[src/rtl/proc_ctrl_fsm_pkg.sv]
// Shared types for the multi-cycle processor control unit: opcodes, controller
// states and writeback/ALU select constants.
package proc_ctrl_fsm_pkg;

   typedef enum logic [2:0] {
      OP_ADD  = 3'b000,
      OP_LSH  = 3'b001,
      OP_RSH  = 3'b010,
      OP_XOR  = 3'b011,
      OP_LD   = 3'b100,
      OP_SW   = 3'b101,
      OP_BNE  = 3'b110,
      OP_HALT = 3'b111
   } op_mne;

   localparam logic [2:0] kHALT = 3'b111;

   typedef enum logic [2:0] {
      ST_IDLE   = 3'd0,
      ST_FETCH  = 3'd1,
      ST_DECODE = 3'd2,
      ST_EXEC   = 3'd3,
      ST_MEM    = 3'd4,
      ST_WB     = 3'd5,
      ST_HALT   = 3'd6,
      ST_FAULT  = 3'd7
   } ctrl_state_e;

   localparam logic kWB_ALU = 1'b0;
   localparam logic kWB_MEM = 1'b1;

   localparam logic [2:0] kALU_ADD = 3'b000;
   localparam logic [2:0] kALU_XOR = 3'b011;

   // Opcodes 000-011 are register-to-register ALU operations.
   function automatic logic isAluOp(op_mne op);
      return ~op[2];
   endfunction

endpackage

[src/rtl/proc_ctrl_fsm_if.sv]
// Control-unit bundle: inputs from ROM/ALU/memory, enables out to the datapath.
interface proc_ctrl_fsm_if #(
   parameter int IW = 9,
   parameter int CW = 16
);
   logic          start;
   logic [IW-1:0] instr;
   logic          zero;
   logic          mem_ack;

   logic          ir_load;
   logic          pc_inc;
   logic          pc_load;
   logic [2:0]    alu_op;
   logic          rf_we;
   logic          wb_sel;
   logic          mem_req;
   logic          mem_we;
   logic          busy;
   logic          done;
   logic          fault;
   logic [2:0]    state;
   logic [CW-1:0] retired;

   // Memory handshake: mem_req (with mem_we as store qualifier) stays high every
   // cycle until a rising edge samples mem_ack=1; ack may come with the first req.
   modport master (
      input  start, instr, zero, mem_ack,
      output ir_load, pc_inc, pc_load, alu_op, rf_we, wb_sel,
             mem_req, mem_we, busy, done, fault, state, retired
   );

   modport slave (
      output start, instr, zero, mem_ack,
      input  ir_load, pc_inc, pc_load, alu_op, rf_we, wb_sel,
             mem_req, mem_we, busy, done, fault, state, retired
   );

endinterface

[src/rtl/proc_ctrl_fsm_mem_wait_timer.sv]
// Counts MEM cycles spent without an ack; expired flags the last allowed cycle.
module proc_ctrl_fsm_mem_wait_timer #(
   parameter int MEM_TIMEOUT = 8
) (
   input  logic Clk,
   input  logic Reset,
   input  logic clear,
   input  logic enable,
   output logic expired
);

   localparam int TW = $clog2(MEM_TIMEOUT + 1);

   logic [TW-1:0] count;

   assign expired = (count == TW'(MEM_TIMEOUT - 1));

   always_ff @(posedge Clk or negedge Reset) begin
      if (!Reset) begin
         count <= '0;
      end else if (clear) begin
         count <= '0;
      end else if (enable && !expired) begin
         count <= count + TW'(1);
      end
   end

endmodule

[src/rtl/proc_ctrl_fsm.sv]
// Multi-cycle control unit: sequences fetch/decode/exec/mem/writeback, handshakes
// with data memory and counts retired instructions.
module proc_ctrl_fsm
   import proc_ctrl_fsm_pkg::*;
#(
   parameter int IW          = 9,
   parameter int MEM_TIMEOUT = 8,
   parameter int CW          = 16
) (
   input  logic            Clk,
   input  logic            Reset,
   proc_ctrl_fsm_if.master bus
);

   ctrl_state_e   state;
   op_mne         opcode;
   logic [CW-1:0] retired;
   logic          timerClear;
   logic          timerEnable;
   logic          timerExpired;

   assign timerClear  = (state == ST_EXEC);
   assign timerEnable = (state == ST_MEM) && !bus.mem_ack;

   proc_ctrl_fsm_mem_wait_timer #(
      .MEM_TIMEOUT(MEM_TIMEOUT)
   ) u_timer (
      .Clk    (Clk),
      .Reset  (Reset),
      .clear  (timerClear),
      .enable (timerEnable),
      .expired(timerExpired)
   );

   always_ff @(posedge Clk or negedge Reset) begin
      if (!Reset) begin
         state   <= ST_IDLE;
         opcode  <= OP_ADD;
         retired <= '0;
      end else begin
         case (state)
            ST_IDLE: begin
               if (bus.start) state <= ST_FETCH;
            end
            ST_FETCH: begin
               opcode <= op_mne'(bus.instr[IW-1:IW-3]);
               state  <= ST_DECODE;
            end
            ST_DECODE: begin
               state <= (opcode == kHALT) ? ST_HALT : ST_EXEC;
            end
            ST_EXEC: begin
               if (isAluOp(opcode)) begin
                  state <= ST_WB;
               end else if (opcode == OP_LD || opcode == OP_SW) begin
                  state <= ST_MEM;
               end else begin
                  // BNE completes here; pc_load already chose the next PC.
                  state   <= ST_FETCH;
                  retired <= retired + CW'(1);
               end
            end
            ST_MEM: begin
               if (bus.mem_ack) begin
                  if (opcode == OP_SW) begin
                     state   <= ST_FETCH;
                     retired <= retired + CW'(1);
                  end else begin
                     state <= ST_WB;
                  end
               end else if (timerExpired) begin
                  state <= ST_FAULT;
               end
            end
            ST_WB: begin
               state   <= ST_FETCH;
               retired <= retired + CW'(1);
            end
            ST_HALT: begin
               if (bus.start) state <= ST_FETCH;
            end
            default: begin
               state <= ST_FAULT;
            end
         endcase
      end
   end

   // Outputs depend only on state/opcode, plus zero for the branch decision.
   always_comb begin
      bus.ir_load = 1'b0;
      bus.pc_inc  = 1'b0;
      bus.pc_load = 1'b0;
      bus.alu_op  = kALU_ADD;
      bus.rf_we   = 1'b0;
      bus.wb_sel  = kWB_ALU;
      bus.mem_req = 1'b0;
      bus.mem_we  = 1'b0;
      case (state)
         ST_FETCH: begin
            bus.ir_load = 1'b1;
            bus.pc_inc  = 1'b1;
         end
         ST_EXEC: begin
            if (isAluOp(opcode)) begin
               bus.alu_op = opcode;
            end else if (opcode == OP_BNE) begin
               bus.alu_op  = kALU_XOR;
               bus.pc_load = ~bus.zero;
            end
         end
         ST_MEM: begin
            bus.mem_req = 1'b1;
            bus.mem_we  = (opcode == OP_SW);
         end
         ST_WB: begin
            bus.rf_we  = 1'b1;
            bus.wb_sel = (opcode == OP_LD) ? kWB_MEM : kWB_ALU;
         end
         default: begin
         end
      endcase
   end

   assign bus.busy    = (state != ST_IDLE) && (state != ST_HALT) && (state != ST_FAULT);
   assign bus.done    = (state == ST_HALT);
   assign bus.fault   = (state == ST_FAULT);
   assign bus.state   = state;
   assign bus.retired = retired;

endmodule

[src/flat_wrapper.sv]
// flat-port wrapper written by rule: the top's interface ports become plain ports
module proc_ctrl_fsm_flat import proc_ctrl_fsm_pkg::*;
#(
   parameter int IW          = 9,
   parameter int MEM_TIMEOUT = 8,
   parameter int CW          = 16
)
  (Clk, Reset, bus_start, bus_instr, bus_zero, bus_mem_ack, bus_ir_load, bus_pc_inc, bus_pc_load, bus_alu_op, bus_rf_we, bus_wb_sel, bus_mem_req, bus_mem_we, bus_busy, bus_done, bus_fault, bus_state, bus_retired);
  proc_ctrl_fsm_if #(.IW(IW), .CW(CW)) bus_i ();
  input  logic Clk;
  input  logic Reset;
  input wire logic [$bits(bus_i.start)-1:0] bus_start;
  input wire logic [$bits(bus_i.instr)-1:0] bus_instr;
  input wire logic [$bits(bus_i.zero)-1:0] bus_zero;
  input wire logic [$bits(bus_i.mem_ack)-1:0] bus_mem_ack;
  output wire logic [$bits(bus_i.ir_load)-1:0] bus_ir_load;
  output wire logic [$bits(bus_i.pc_inc)-1:0] bus_pc_inc;
  output wire logic [$bits(bus_i.pc_load)-1:0] bus_pc_load;
  output wire logic [$bits(bus_i.alu_op)-1:0] bus_alu_op;
  output wire logic [$bits(bus_i.rf_we)-1:0] bus_rf_we;
  output wire logic [$bits(bus_i.wb_sel)-1:0] bus_wb_sel;
  output wire logic [$bits(bus_i.mem_req)-1:0] bus_mem_req;
  output wire logic [$bits(bus_i.mem_we)-1:0] bus_mem_we;
  output wire logic [$bits(bus_i.busy)-1:0] bus_busy;
  output wire logic [$bits(bus_i.done)-1:0] bus_done;
  output wire logic [$bits(bus_i.fault)-1:0] bus_fault;
  output wire logic [$bits(bus_i.state)-1:0] bus_state;
  output wire logic [$bits(bus_i.retired)-1:0] bus_retired;
  assign bus_i.start = bus_start;
  assign bus_i.instr = bus_instr;
  assign bus_i.zero = bus_zero;
  assign bus_i.mem_ack = bus_mem_ack;
  assign bus_ir_load = bus_i.ir_load;
  assign bus_pc_inc = bus_i.pc_inc;
  assign bus_pc_load = bus_i.pc_load;
  assign bus_alu_op = bus_i.alu_op;
  assign bus_rf_we = bus_i.rf_we;
  assign bus_wb_sel = bus_i.wb_sel;
  assign bus_mem_req = bus_i.mem_req;
  assign bus_mem_we = bus_i.mem_we;
  assign bus_busy = bus_i.busy;
  assign bus_done = bus_i.done;
  assign bus_fault = bus_i.fault;
  assign bus_state = bus_i.state;
  assign bus_retired = bus_i.retired;
  proc_ctrl_fsm #(.IW(IW), .MEM_TIMEOUT(MEM_TIMEOUT), .CW(CW)) u_core (.Clk(Clk), .Reset(Reset), .bus(bus_i));
endmodule
[config.mk]
export PLATFORM = sky130hd
export DESIGN_NAME = proc_ctrl_fsm_flat
export DESIGN_NICKNAME = d
export VERILOG_FILES = /design/src/rtl/proc_ctrl_fsm_pkg.sv /design/src/rtl/proc_ctrl_fsm_if.sv /design/src/rtl/proc_ctrl_fsm_mem_wait_timer.sv /design/src/rtl/proc_ctrl_fsm.sv /design/src/flat_wrapper.sv
export SDC_FILE = /design/constraint.sdc
export NUM_CORES = 1
export LEC_CHECK = 0
export CELL_PAD_IN_SITES_DETAIL_PLACEMENT = 0
export CELL_PAD_IN_SITES_GLOBAL_PLACEMENT = 2
export CORE_MARGIN = 2
export CORE_UTILIZATION = 29
export CTS_CLUSTER_SIZE = 20
export DETAILED_ROUTE_END_ITERATION = 8
export HOLD_SLACK_MARGIN = 0.03
export PLACE_DENSITY_LB_ADDON = 0.3
export SETUP_SLACK_MARGIN = 0.2
export SYNTH_ARGS = -nofsm -noshare
export SYNTH_HDL_FRONTEND = slang
export SYNTH_SLANG_ARGS = --single-unit
[constraint.sdc]
create_clock -name Clk -period 3.7 [get_ports Clk]
set_input_delay 0.74 -clock Clk [delete_from_list [all_inputs] [get_ports Clk]]
set_output_delay 0.74 -clock Clk [all_outputs]
set_load 0.05 [all_outputs]
# ---- Word level (Yosys, flattened, before mapping)
# Cells that the tools add are included.
dict set report totals {
  word_cells 68
  register_bits 26
  input_bits 14
}
dict set report op_classes {
  muxes 27
  eq_ne 20
  n_bitwise 1
  n_addsub 2
  reduce_logical 14
}
# operator n
set ops {}
lappend ops {{16-bit two-way mux} 4}
lappend ops {{16-bit one-hot mux with 3 select lines} 1}
lappend ops {{3-bit two-way mux} 9}
lappend ops {{3-bit equality test (second input constant)} 8}
lappend ops {{3-bit one-hot mux with 6 select lines} 1}
lappend ops {{16-bit by 1-bit adder with 16-bit output (second input constant)} 1}
lappend ops {{1-bit two-way mux} 9}
lappend ops {{3-bit != test (second input constant)} 3}
lappend ops {{4-bit two-way mux} 2}
lappend ops {{3-bit by 2-bit equality test with 1-bit output (second input constant)} 2}
lappend ops {{2-bit != test (second input constant)} 3}
lappend ops {{3-bit nonzero test} 2}
lappend ops {{5-bit AND reduction} 1}
lappend ops {{4-bit by 1-bit adder with 4-bit output (second input constant)} 1}
lappend ops {{4-bit by 3-bit equality test with 1-bit output (second input constant)} 1}
lappend ops {{1-bit logical AND} 4}
lappend ops {{2-bit by 1-bit != test with 1-bit output (second input constant)} 2}
lappend ops {{3-bit by 1-bit equality test with 1-bit output (second input constant)} 1}
lappend ops {{3-bit logical NOT} 1}
lappend ops {{1-bit logical NOT} 2}
lappend ops {{2-bit two-way mux} 1}
lappend ops {{2-bit AND reduction} 1}
lappend ops {{2-bit nonzero test} 1}
lappend ops {{2-bit OR reduction} 1}
lappend ops {{other kinds (2)} 2}

# ---- Logic depth before layout (Yosys ltp)
dict set report logic_depth {
  word_depth 5
  depth_mapped 6
}

# ---- Cells and area by module
# Synthesis repeated with hierarchy kept, for this count alone.
dict set report hier_totals {
  cells_unflattened 144
  area_unflattened_um2 1408.9
}
# mod seq_area_each_um2 n_inst area_per_inst_um2 cells_per_inst
set modules_own_cells {}
lappend modules_own_cells {proc_ctrl_fsm 550.5 1 1197.4 124}
lappend modules_own_cells {proc_ctrl_fsm_mem_wait_timer 100.1 1 211.5 20}

# ---- Worst setup path before layout
# No wires, ideal clock.
dict set report synth_path {
  path_type {register to output}
  startpoint {reg u_core.state[2], in the netlist u_core.bus.state[2]}
  endpoint {out bus_wb_sel}
  path_stages_with_launch 5
  slack_ns -0.861
  n_path_buf 1
  t_arrival_ns 3.821
  required_time_ns 2.960
  cell_sequence {dfrtp_1 -> buf_2 -> inv_1 -> nor3_1 -> nor4b_1}
}
dict set report synth_between {
  elab_chain_len 2
}
# item line
set synth_lines {}
lappend synth_lines {{start: declaration} proc_ctrl_fsm.sv:15} ;# ctrl_state_e state;
lappend synth_lines {{start signal: assignment} proc_ctrl_fsm.sv:50} ;# state <= (opcode == kHALT) ? ST_HALT : ST_EXEC;
lappend synth_lines {{3-bit equality test} proc_ctrl_fsm.sv:99} ;# case (state)
lappend synth_lines {{1-bit two-way mux} proc_ctrl_fsm.sv:99}
lappend synth_lines {{end: declaration} flat_wrapper.sv:21} ;# output wire logic [$bits(bus_i.wb_sel)-1:0] bus_wb_sel;
# No other way between the ends.

# ---- Worst setup path in the final report
dict set report layout_path {
  startpoint {reg u_core.state[0], in the netlist u_core.bus.state[0]}
  endpoint {out bus_ir_load}
}
dict set report layout_between {
  elab_chain_len 2
}
# item line
set layout_lines {}
lappend layout_lines {{3-bit by 1-bit equality test with 1-bit output} proc_ctrl_fsm.sv:99}
lappend layout_lines {{1-bit two-way mux} proc_ctrl_fsm.sv:99}
lappend layout_lines {{end: declaration} flat_wrapper.sv:16} ;# output wire logic [$bits(bus_i.ir_load)-1:0] bus_ir_load;
# No other way between the ends.

==> results.md <==
- In the final layout, the share of cells above drive strength 1 is 0.0989.
- The tree built by TritonCTS fans out to 26 sinks.
- The final layout contains slightly below 200 nets.
- The worst setup path is captured at a primary output.
- The met1 track demand over resource is 0.176.
- Dividing total power by cell area gives a power density of 805 mW/mm^2.
- The number of cells traversed by the worst register-to-register path is 4.
- The total routing resource utilization after global routing is 0.129.
- The worst register-to-register path has a setup slack of 1.69 ns.
- Buffers added to address setup during post-CTS repair amount to 0.
- In this run the worst path has a maximum fanout of 10.
- The final layout contains routed wiring with a total length of 3.32 mm.
- The final worst clock skew is about 0.008 ns.
- The minimum hold slack is 0.472 ns.
- The delay contributed by the slowest stage of the critical path is between 0.9 and 1 ns.
- The number of buffers added on ports is 38.
- The worst register-to-register path ends at u_core.bus.retired[1]$_DFFE_PN0P_.
- After the first detailed-routing iteration, the DRC count stood at 57.
- The primary flip-flop cell chosen by synthesis mapping is dfrtp_1.
- The startpoint of the lowest-slack register-to-register path is u_core.bus.state[1]$_DFFE_PN0P_.
- Counting distinct cell types in the post-synthesis netlist gives 40.
- TritonCTS built the clock tree.
- The number of placement rows is 25.
- The first global-routing pass estimated 5.57 mm of wire.
- The root buffer cell chosen for the clock tree is clkbuf_8.
- The worst relative slew slack is 0.590.
- The y dimension of the die is around 74 um.
- The cell leakage power is roughly 0.75 nW.
- The most common cell in the netlist is dfrtp_1.
- The instance count of the mapped netlist is roughly 140.
- Counting instances, the worst hold path has a depth of 1.
- The initial antenna violation count came to 0.
- Of the total synthesized cell area, the portion taken by XOR and XNOR cells is 0.109.
- The number of fillers in the final layout is a little over 500.
- The run finished with clean final reports.
- The number of clock buffers inserted by TritonCTS is 3.
- The measured slew at the worst slew-check pin is between 0.6 and 0.7 ns.
- The via count of the first global-routing pass came to between 1000 and 1500.
- After clock tree synthesis, the clock-pin slew on the worst setup and hold paths is 0.10 ns.
- The number of buffers inserted by hold repair at cts is 0.
- The area growth from synthesis to layout is 36.1%.
- Summed over all failing endpoints, the final setup total negative slack is 0 ns.
- Yosys attributes the largest share of cell area to dfrtp_1, xnor2_1, nand3_1.
- Dividing the detail-routed wire length by the instance count gives ~13 um.
- The number of levels the H-tree was split into is 1.
- Averaged over all synthesized cells, the footprint is 10.0 sq um.
- The number of antenna cells inserted is 0.
- The worst setup path is of the reg -> out kind.
- Data on the critical path arrives at its endpoint at between 2 and 2.5 ns.
- The required arrival time at the worst endpoint is roughly 3.0 ns.
- Of the post-synthesis cell area, the part taken by muxes is 0.0304.
- For this run, the detailed router's first-pass iteration total came to 4.
- The last weighted congestion value of the routability-driven placer is around 0.81.
- The half-perimeter wire length after detailed placement is about 2.4 mm.
- The commonest cells after synthesis are dfrtp_1, xnor2_1, nand3_1, nor2_1, nand2_1.
- The adder-cell share of the synthesized area is 0.0174.
- In this run, post-CTS repair resized a total of 0 instances.
- The portion of the post-synthesis area used by sequential elements is 0.452.
- Entering global routing, the biggest net connects 27 pins.
- The slowest stage cell on the critical path is clkdlybuf4s50_1.
- The total count of hold-check failures in the final report is 0.
- The top cell type by total area after synthesis is dfrtp_1.
- Timing would allow up to about 320 MHz.
- In this run, synthesis inferred 0 flip-flops with an integrated enable.
- During synthesis, Yosys emitted a total of 0 warnings.
- The final max-slew violation count came to 0.
- The total overflow left after global routing is 0.
- The average via count per standard cell is 4.86.
- The number of vias after detailed routing is about 1200.
- For this configuration, the core starts out at a cell density of 0.303.
- The global routing stage identified its most utilized layer as met2.
- Counting along the longest clock path gives a buffer depth of 2.
- Walking the worst path, the cells encountered are inv_1 -> nor3_1 -> clkdlybuf4s50_1.
- The post-synthesis share of cell area spent on and, or, nand and nor gates is 0.222.
- The fraction of synthesis flops using an asynchronous set or reset pin is 1.00.
- The area of the die is between 0.005 and 0.006 sq mm.
- The number of maximum-capacitance violations is 0.
- The count of boundary I/O pins is 46.
- The total setup violations reported at the end of the flow is 0.
- The startpoint type of the worst setup path is a flip-flop.
- Setup repair after global routing left no endpoint under its margin.
- The met2 capacity usage during global routing is 0.209.
- Summing every instance area after synthesis gives between 0.001 and 0.0015 sq mm.
- In the routed design, unresolved DRC markers number 0.
- When the netlist entered floorplanning its net count stood at 160.
- The detail route stage leaves a number of antenna-violating nets equal to 0.
- The hold path startpoint is u_core.bus.retired[15]$_DFFE_PN0P_.
- The met3 track utilization from global routing is 0.0230.
- The core region is 0.00475 sq mm.
- The clock insertion delay at the later pin of the skew report is roughly 0.28 ns.
- The post-synthesis compound-gate area fraction is 0.117.
- The final worst-path cycle share is 0.851.
- In this run the horizontal extent of the chip is approximately 74 um.
- The flip-flop and latch count after synthesis is 26.
- The share of synthesized area in the top cell type comes to 0.452.
- The highest ir drop seen on vdd is a little over 400 uV.
- The class of the worst hold path is reg -> reg.
- After synthesis, the largest family of logic cells by area is simple AND/OR/NAND/NOR gates.
- The endpoint of the worst hold-timing path is u_core.bus.retired[15]$_DFFE_PN0P_.
- The minimum clock period after layout is between 3 and 4 ns.
[critical path: cells and delay by family (launching register included)]
| kind | cells | cell delay (ns) |
|---|---|---|
| flip-flops | 1 | 0.54 |
| AND/OR/NAND/NOR | 1 | 0.49 |
| buffers and inverters | 2 | 1.11 |
[cell usage in the layout, fill, tap and decap left out, drive strengths merged, types with 2 or more instances in the layout]
cell,Yosys,final
ha,2,2
and4,3,3
clkdlybuf4s50,0,38
nor4,3,3
nand4,6,6
nor2b,2,2
a21boi,2,2
a21oi,4,4
clkbuf,0,3
nor2,11,11
o21ai,3,3
nor3,5,5
buf,6,2
mux2,3,3
dfrtp,26,26
a22oi,2,2
and3,3,3
inv,8,8
xnor2,17,17
a211oi,2,2
nand3,13,13
nand2,8,8
o22ai,2,2
[how the worst max path moves through the flow]
stage                                     from          end  slack (ns)
5_1_grt        u_core.bus.state[0]$_DFFE_PN0P_   bus_pc_inc        0.29
3_3_place_gp                          bus_zero  bus_pc_load        0.73
3_5_place_dp                          bus_zero  bus_pc_load        0.72
2_1_floorplan  u_core.bus.state[2]$_DFFE_PN0P_   bus_wb_sel        0.23
6_report       u_core.bus.state[0]$_DFFE_PN0P_  bus_ir_load        0.55
4_1_cts        u_core.bus.state[0]$_DFFE_PN0P_  bus_ir_load        0.50
[registers in the layout (all words and copies together) (netlist names)]
register and cells:
u_core.bus.state 3, u_core.opcode 3, u_core.bus.retired 16, u_core.u_timer.count 4
[kinds of logic (layout without fill, tap and decap cells)]
family	count (synthesis)	in the layout
AO/OA/AOI/OAI	20	20
AND/OR/NAND/NOR	59	59
buffers and inverters	14	52
adder cells (fa/ha/maj)	2	2
flip-flops	26	26
multiplexers	4	4
XOR/XNOR	18	18
other	1	1
[metrics by stage]
| stage | area (sq um) | total power, mW | setup slack, ns | instances | utilization |
|---|---|---|---|---|---|
| global placement | 1890 | 1.35 | 0.730 | 245 | 0.397 |
| finish | 1960 | 1.58 | 0.550 | 249 | 0.412 |
| CTS | 1960 | 1.60 | 0.500 | 249 | 0.412 |
| detailed placement | 1890 | 1.35 | 0.723 | 245 | 0.397 |
| floorplan | 1450 | 1.10 | 0.232 | 144 | - |
| global route | 1960 | 1.68 | 0.294 | 249 | 0.412 |
[layout make-up]
class | count | area (sq um) | area share
clock buffer | 3 | 41.3 | 0.0211
tap | 67 | 83.8 | 0.0428
sequential | 26 | 651 | 0.332
inverter | 8 | 30.0 | 0.0153
clock inverter | 1 | 30.0 | 0.0153
timing repair buffer | 40 | 395 | 0.202
multi-input combinational | 104 | 729 | 0.372
[metal layers]
metal,routed length [um],share of wire
met5,0,0
met4,36,0.011
met3,137,0.041
met2,1550,0.47
met1,1590,0.48
[power by group]
part	total (mW)	internal [mW]	switching, mW
sequential	0.483	0.352	0.130
combinational	0.856	0.305	0.551
clock	0.241	0.145	0.0957
total	1.58	0.802	0.777
(Power assumes the default switching activity.)
